**config.mk**
```make
export PLATFORM = sky130hd
export DESIGN_NAME = pulse_dac_gen
export DESIGN_NICKNAME = d
export VERILOG_FILES = /design/src/rtl/pulse_dac_gen.sv
export SDC_FILE = /design/constraint.sdc
export NUM_CORES = 1
export LEC_CHECK = 0
export ABC_AREA = 1
export BUFFER_PORTS_ARGS = -buffer_cell sky130_fd_sc_hd__buf_4
export CELL_PAD_IN_SITES_DETAIL_PLACEMENT = 1
export CELL_PAD_IN_SITES_GLOBAL_PLACEMENT = 1
export CORE_MARGIN = 5
export CORE_UTILIZATION = 43
export DETAILED_ROUTE_END_ITERATION = 10
export PLACE_DENSITY_LB_ADDON = 0.1
export SLEW_MARGIN = 0
export SYNTH_ARGS = -nofsm -noshare
export SYNTH_HDL_FRONTEND = slang
export SYNTH_SLANG_ARGS = --single-unit
```
**constraint.sdc**
```tcl
create_clock -name clk -period 6.3 [get_ports clk]
set_clock_uncertainty 0.2 [all_clocks]
set_input_delay 0.63 -clock clk [delete_from_list [all_inputs] [get_ports clk]]
set_output_delay 0.63 -clock clk [all_outputs]
set_load 0.005 [all_outputs]
```
**src/rtl/pulse_dac_gen.sv**
```systemverilog
`default_nettype none
// ============================================================================
// Module   : pulse_dac_gen
// Brief    : Complementary two-channel pulse DAC driver (follow / free-run /
//            counted burst) with programmable dead-time at every phase change.
// Revision : 1.0  initial release
// ============================================================================

module pulse_dac_gen #(
  parameter int DAC_WIDTH   = 14,
  parameter int CNT_WIDTH   = 24,
  parameter int BURST_WIDTH = 16
) (
  input  logic                   clk,
  input  logic                   rst,
  input  logic                   i_enable,
  input  logic [1:0]             i_mode,
  input  logic                   i_p_in,
  input  logic                   i_start,
  input  logic [DAC_WIDTH-1:0]   i_level_hi,
  input  logic [DAC_WIDTH-1:0]   i_level_lo,
  input  logic [CNT_WIDTH-1:0]   i_half_period,
  input  logic [CNT_WIDTH-1:0]   i_dead_time,
  input  logic [BURST_WIDTH-1:0] i_burst_count,
  output logic [DAC_WIDTH-1:0]   o_dac_a,
  output logic [DAC_WIDTH-1:0]   o_dac_b,
  output logic                   o_phase,
  output logic                   o_busy,
  output logic                   o_done
);

  typedef enum logic [1:0] {
    S_IDLE = 2'd0,
    S_HOLD = 2'd1,
    S_DEAD = 2'd2
  } state_t;

  localparam logic [1:0]             c_MODE_FOLLOW = 2'd0;
  localparam logic [1:0]             c_MODE_FREE   = 2'd1;
  localparam logic [1:0]             c_MODE_BURST  = 2'd2;
  localparam logic [CNT_WIDTH-1:0]   c_CNT_ONE     = CNT_WIDTH'(1);
  localparam logic [BURST_WIDTH-1:0] c_BURST_ONE   = BURST_WIDTH'(1);

  state_t                 r_state, w_state;
  logic                   r_phase, w_phase;
  logic [CNT_WIDTH-1:0]   r_cnt, w_cnt;
  logic [BURST_WIDTH-1:0] r_remaining, w_remaining;
  logic                   r_done, w_done;
  logic                   w_latch;
  logic                   r_busy;
  logic                   r_pin;
  logic [1:0]             r_mode;
  logic [CNT_WIDTH-1:0]   r_half, r_dead;
  logic [DAC_WIDTH-1:0]   r_dac_a, r_dac_b, w_dac_a, w_dac_b;
  logic [CNT_WIDTH-1:0]   w_in_half_m1, w_half_m1;

  // A half-period of 0 behaves as 1, so the reload value floors at 0.
  assign w_in_half_m1 = (i_half_period == '0) ? '0 : i_half_period - c_CNT_ONE;
  assign w_half_m1    = (r_half == '0) ? '0 : r_half - c_CNT_ONE;

  always_comb begin
    w_state     = r_state;
    w_phase     = r_phase;
    w_cnt       = r_cnt;
    w_remaining = r_remaining;
    w_done      = 1'b0;
    w_latch     = 1'b0;
    case (r_state)
      S_IDLE: begin
        w_phase     = 1'b0;
        w_cnt       = '0;
        w_remaining = '0;
        if (i_enable) begin
          case (i_mode)
            c_MODE_FOLLOW: begin
              w_state = S_HOLD;
              w_latch = 1'b1;
            end
            c_MODE_FREE: begin
              w_state = S_HOLD;
              w_phase = 1'b1;
              w_cnt   = w_in_half_m1;
              w_latch = 1'b1;
            end
            c_MODE_BURST: begin
              if (i_start) begin
                if (i_burst_count == '0) begin
                  w_done = 1'b1;
                end else begin
                  w_state     = S_HOLD;
                  w_phase     = 1'b1;
                  w_cnt       = w_in_half_m1;
                  w_remaining = i_burst_count;
                  w_latch     = 1'b1;
                end
              end
            end
            default: ;
          endcase
        end
      end
      S_HOLD: begin
        if (r_mode == c_MODE_FOLLOW) begin
          if (r_pin != r_phase) begin
            if (r_dead == '0) begin
              w_phase = r_pin;
            end else begin
              w_state = S_DEAD;
              w_cnt   = r_dead - c_CNT_ONE;
            end
          end
        end else if (r_cnt != '0) begin
          w_cnt = r_cnt - c_CNT_ONE;
        end else if (r_mode == c_MODE_BURST && !r_phase && r_remaining == c_BURST_ONE) begin
          // Last low half of a burst: no trailing dead-time.
          w_state     = S_IDLE;
          w_phase     = 1'b0;
          w_remaining = '0;
          w_done      = 1'b1;
        end else begin
          if (r_mode == c_MODE_BURST && !r_phase) begin
            w_remaining = r_remaining - c_BURST_ONE;
          end
          if (r_dead == '0) begin
            w_phase = ~r_phase;
            w_cnt   = w_half_m1;
          end else begin
            w_state = S_DEAD;
            w_cnt   = r_dead - c_CNT_ONE;
          end
        end
      end
      S_DEAD: begin
        if (r_cnt != '0) begin
          w_cnt = r_cnt - c_CNT_ONE;
        end else begin
          w_state = S_HOLD;
          if (r_mode == c_MODE_FOLLOW) begin
            w_phase = r_pin;
            w_cnt   = '0;
          end else begin
            w_phase = ~r_phase;
            w_cnt   = w_half_m1;
          end
        end
      end
      default: begin
        w_state = S_IDLE;
        w_phase = 1'b0;
        w_cnt   = '0;
      end
    endcase
    if (!i_enable) begin
      w_state     = S_IDLE;
      w_phase     = 1'b0;
      w_cnt       = '0;
      w_remaining = '0;
      w_done      = 1'b0;
      w_latch     = 1'b0;
    end
  end

  always_comb begin
    w_dac_a = i_level_lo;
    w_dac_b = i_level_hi;
    if (w_state == S_DEAD) begin
      w_dac_b = i_level_lo;
    end else if (w_phase) begin
      w_dac_a = i_level_hi;
      w_dac_b = i_level_lo;
    end
  end

  always_ff @(posedge clk) begin
    if (rst) begin
      r_state     <= S_IDLE;
      r_phase     <= 1'b0;
      r_cnt       <= '0;
      r_remaining <= '0;
      r_done      <= 1'b0;
      r_busy      <= 1'b0;
      r_pin       <= 1'b0;
      r_mode      <= '0;
      r_half      <= '0;
      r_dead      <= '0;
      r_dac_a     <= '0;
      r_dac_b     <= '0;
    end else begin
      r_state     <= w_state;
      r_phase     <= w_phase;
      r_cnt       <= w_cnt;
      r_remaining <= w_remaining;
      r_done      <= w_done;
      r_busy      <= (w_state != S_IDLE);
      r_pin       <= i_p_in;
      r_dac_a     <= w_dac_a;
      r_dac_b     <= w_dac_b;
      if (w_latch) begin
        r_mode <= i_mode;
        r_half <= i_half_period;
        r_dead <= i_dead_time;
      end
    end
  end

  assign o_dac_a = r_dac_a;
  assign o_dac_b = r_dac_b;
  assign o_phase = r_phase;
  assign o_busy  = r_busy;
  assign o_done  = r_done;

endmodule

`default_nettype wire

```
==> impl_metrics.py <==
metrics = {
    "status": {
        "status": "finished, final reports clean",
    },
    "clocking": {
        "cts_buffer_depth": 2,
        "cts_buffers": 17,
        "cts_tree": "done",
        "insertion_delay_ps": 440,
        "clkSinkCount": 124,
        "root_buffer": "clkbuf_16",
        "cts_hold_buf": 0,
        "ctsResizeCount": 0,
        "h-tree-depth": 4,
        "path_clk_slew_ps": 80,
        "postCtsSetupBuffers": 0,
    },
    "critical_path": {
        "critPathSlowestCell": "a21oi_2",
        "critPathArrivalTime_ps": 3870,
        "rr_startpoint": "r_mode[1]",
        "slowest_delay_ps": 1030,
        "cp_cell_sequence": "inv_1 -> nand2_2 -> inv_1 -> nor2_2 -> nand2_1 -> nand2_1 -> a21oi_2 -> o21ai_0 -> a21oi_1",
        "crit_fanout": 28,
        "worst-path-stages": 9,
        "r2r_slack_ps": 2590,
        "critical_path.endpoint": "r_cnt[1]",
        "reg2reg_to": "r_cnt[1]",
        "required_ps": 6460,
        "critical_path.top_delay_family": "compound AO/OA/AOI/OAI gates",
        "ff2ff_path_depth": 9,
        "cp_num_buf_inv": 2,
        "critical_path_class": "reg -> reg",
        "worstSetupStartpoint": "r_mode[1]",
        "cp-start-kind": "flop",
        "end_kind": "flop",
    },
    "sta": {
        "timing.setup.tns_ps": 0,
        "maxSlewHeadroom_pct": 22.6,
        "hold_violations": 0,
        "finalSetupViolCount": 0,
        "fin_crit_sh_pct": 58.8,
        "tightest_slew_ps": 1160,
        "fmax_mhz": 270,
        "finalMaxSlewViolations": 0,
        "period_needed_ps": 3710,
        "rsz0062_at_grt": "no",
    },
    "placement": {
        "dp_hpwl_mm": 26.3,
        "dp_cells": 1880,
        "dpl_cell_area_mm2": 0.0101,
        "routabilityCongestion": 0.940,
        "io_buffers": 129,
    },
    "yosys": {
        "ys_seq_area_share_pct": 27.6,
        "netlist_instances": 1528,
        "ys_ff_latch": 124,
        "synth_edf_count": 0,
        "syn_area_per_cell_um2": 5.88,
        "synthArstFlopShare_pct": 0,
        "synth_cell_types": 42,
        "synth.net_count": 1638,
        "syn_area_mm2": 0.00898,
        "ys.flop_type": "dfxtp_1",
        "yosysWarningCount": 0,
    },
    "floorplan": {
        "die-area_mm2": 0.0239,
        "core_area_mm2": 0.0204,
        "ioPinCount": 130,
        "std_cell_rows": 52,
        "initial_core_util_pct": 44.0,
        "die-height_um": 155,
        "die_w_um": 155,
    },
    "job": {
        "drv_cap": 0,
    },
    "global_routing": {
        "antenna_found_initial": 0,
        "grt_pass1_vias": 10500,
        "grt.overflow.total": 0,
        "grt_pass1_wl_mm": 54.3,
        "grtUsageTotal_pct": 28.3,
        "grt_max_degree": 101,
        "busiest_layer": "met2",
        "grt_use_met3_pct": 4.81,
        "grtUsageMet1_pct": 34.2,
        "met2_usage_pct": 49.1,
    },
    "final_layout": {
        "fin_nets": 1739,
        "final_cell_area_mm2": 0.0107,
        "fin_cells": 1912,
        "area_growth_pct": 18.7,
        "layout_common_cells": "nand2_1 (394), nor2_1 (270), inv_1 (161)",
        "fillers": 2928,
        "drive_above_1_share_pct": 12.4,
        "diodes": 0,
        "layout_commonest_cell": "nand2_1",
    },
    "pwr": {
        "peakVddDrop_mv": 0.161,
        "switchingPower_uw": 1050,
        "powerDensity_mw_per_mm2": 250,
        "power_frac_clock_pct": 36.7,
        "swShare_pct": 39.2,
        "p_int_uw": 1620,
        "power.leakage_uw": 0.00529,
        "seqPwrFrac_pct": 32.7,
        "pwr-share-comb_pct": 30.5,
    },
    "detailed_routing": {
        "drt-pass1-iter-count": 5,
        "routed_via_density": 5.36,
        "wire_per_inst_um": 18.0,
        "finalWirelength_mm": 34.3,
        "drt_iter0_drc": 549,
        "drcViolationCount": 0,
        "num_vias": 10300,
        "drtAntennaViolNets": 0,
    },
    "min_path": {
        "hp-class": "in -> reg",
    },
}
cell families (layout without fill, tap and decap cells):
logic type,after synthesis,count (layout),synth area share (%)
XOR/XNOR,69,69,6.73
AND/OR/NAND/NOR,830,830,38.2
flip-flops,124,124,27.6
AO/OA/AOI/OAI,272,272,16.0
adder cells (fa/ha/maj),11,11,1.53
buffers and inverters,222,336,9.85
synthesized netlist by cell type, drive strengths merged, types with 2 or more instances:
| cell | instances | share of area [%] |
|---|---|---|
| a211oi | 5 | 0.42 |
| nor4 | 2 | 0.14 |
| or2 | 4 | 0.28 |
| clkbuf | 33 | 1.4 |
| a221oi | 3 | 0.29 |
| inv | 169 | 7.1 |
| ha | 11 | 1.5 |
| nor2 | 281 | 12 |
| nor3 | 5 | 0.28 |
| nand3b | 2 | 0.17 |
| dfxtp | 124 | 28 |
| nand2 | 400 | 17 |
| a21boi | 2 | 0.17 |
| o22ai | 6 | 0.42 |
| nand4 | 16 | 1.1 |
| and2 | 2 | 0.14 |
| o211ai | 6 | 0.50 |
| xnor2 | 8 | 0.78 |
| a31oi | 3 | 0.21 |
| buf | 20 | 1.4 |
| a21oi | 149 | 8.4 |
| xor2 | 61 | 5.9 |
| nand3 | 117 | 6.8 |
| o21ai | 93 | 5.2 |
| a22oi | 2 | 0.17 |
state kept, by name (all words and copies together), names as in the netlist:
signal	cells
o_dac_a	14
r_state	2
r_dead	24
r_mode	2
o_phase	1
r_cnt	24
r_remaining	16
o_done	1
o_busy	1
o_dac_b	14
r_pin	1
r_half	24
how the worst min path moves through the flow:
stage	to	from	depth (start not counted)	slack [ps]
finish	o_dac_a[10]	i_level_hi[10]	3	210
global route	o_dac_a[10]	i_level_hi[10]	3	210
CTS	o_dac_a[10]	i_level_hi[10]	3	210
detailed placement	r_cnt[1]	r_cnt[1]	2	280
global placement	r_cnt[1]	r_cnt[1]	2	260
floorplan	r_cnt[1]	r_cnt[1]	2	240
tightest hold or removal path, delay by kind of cell:
family                 cells  cell delay, ps
AND/OR/NAND/NOR            2             110
buffers and inverters      1              80
metrics by stage:
step | setup WS, ps | utilization, % | total power, uW | hold WS [ps]
after floorplan | 3920 | - | 1410 | 244
after global placement | 2780 | 49.4 | 1670 | 261
after detailed placement | 2660 | 49.4 | 1690 | 282
after CTS | 2600 | 52.2 | 2670 | 208
after global routing | 2260 | 52.2 | 2810 | 210
final | 2590 | 52.2 | 2670 | 215
power by group through the flow:
stage | combinational [uW] | clock (uW) | sequential, uW
3_3_place_gp | 780 | 0 | 888
4_1_cts | 812 | 989 | 873
6_report | 815 | 979 | 873
5_1_grt | 905 | 1020 | 879
3_5_place_dp | 804 | 0 | 889
2_1_floorplan | 528 | 0 | 879
layout make-up:
type	count	area (um^2)	share of cell area, %
Clock inverter	15	140	1.31
Multi-Input combinational cell	1182	5630	52.8
Tap cell	270	338	3.17
Timing Repair Buffer	135	1010	9.51
Inverter	169	634	5.95
Clock buffer	17	425	3.99
Sequential cell	124	2480	23.3
metal layers:
| metal | wire length, um | share of wire (%) |
|---|---|---|
| met3 | 1830 | 5.3 |
| met5 | 0 | 0 |
| met4 | 1520 | 4.4 |
| met1 | 14500 | 42 |
| met2 | 16500 | 48 |
Power figures use the tool's default switching activity.
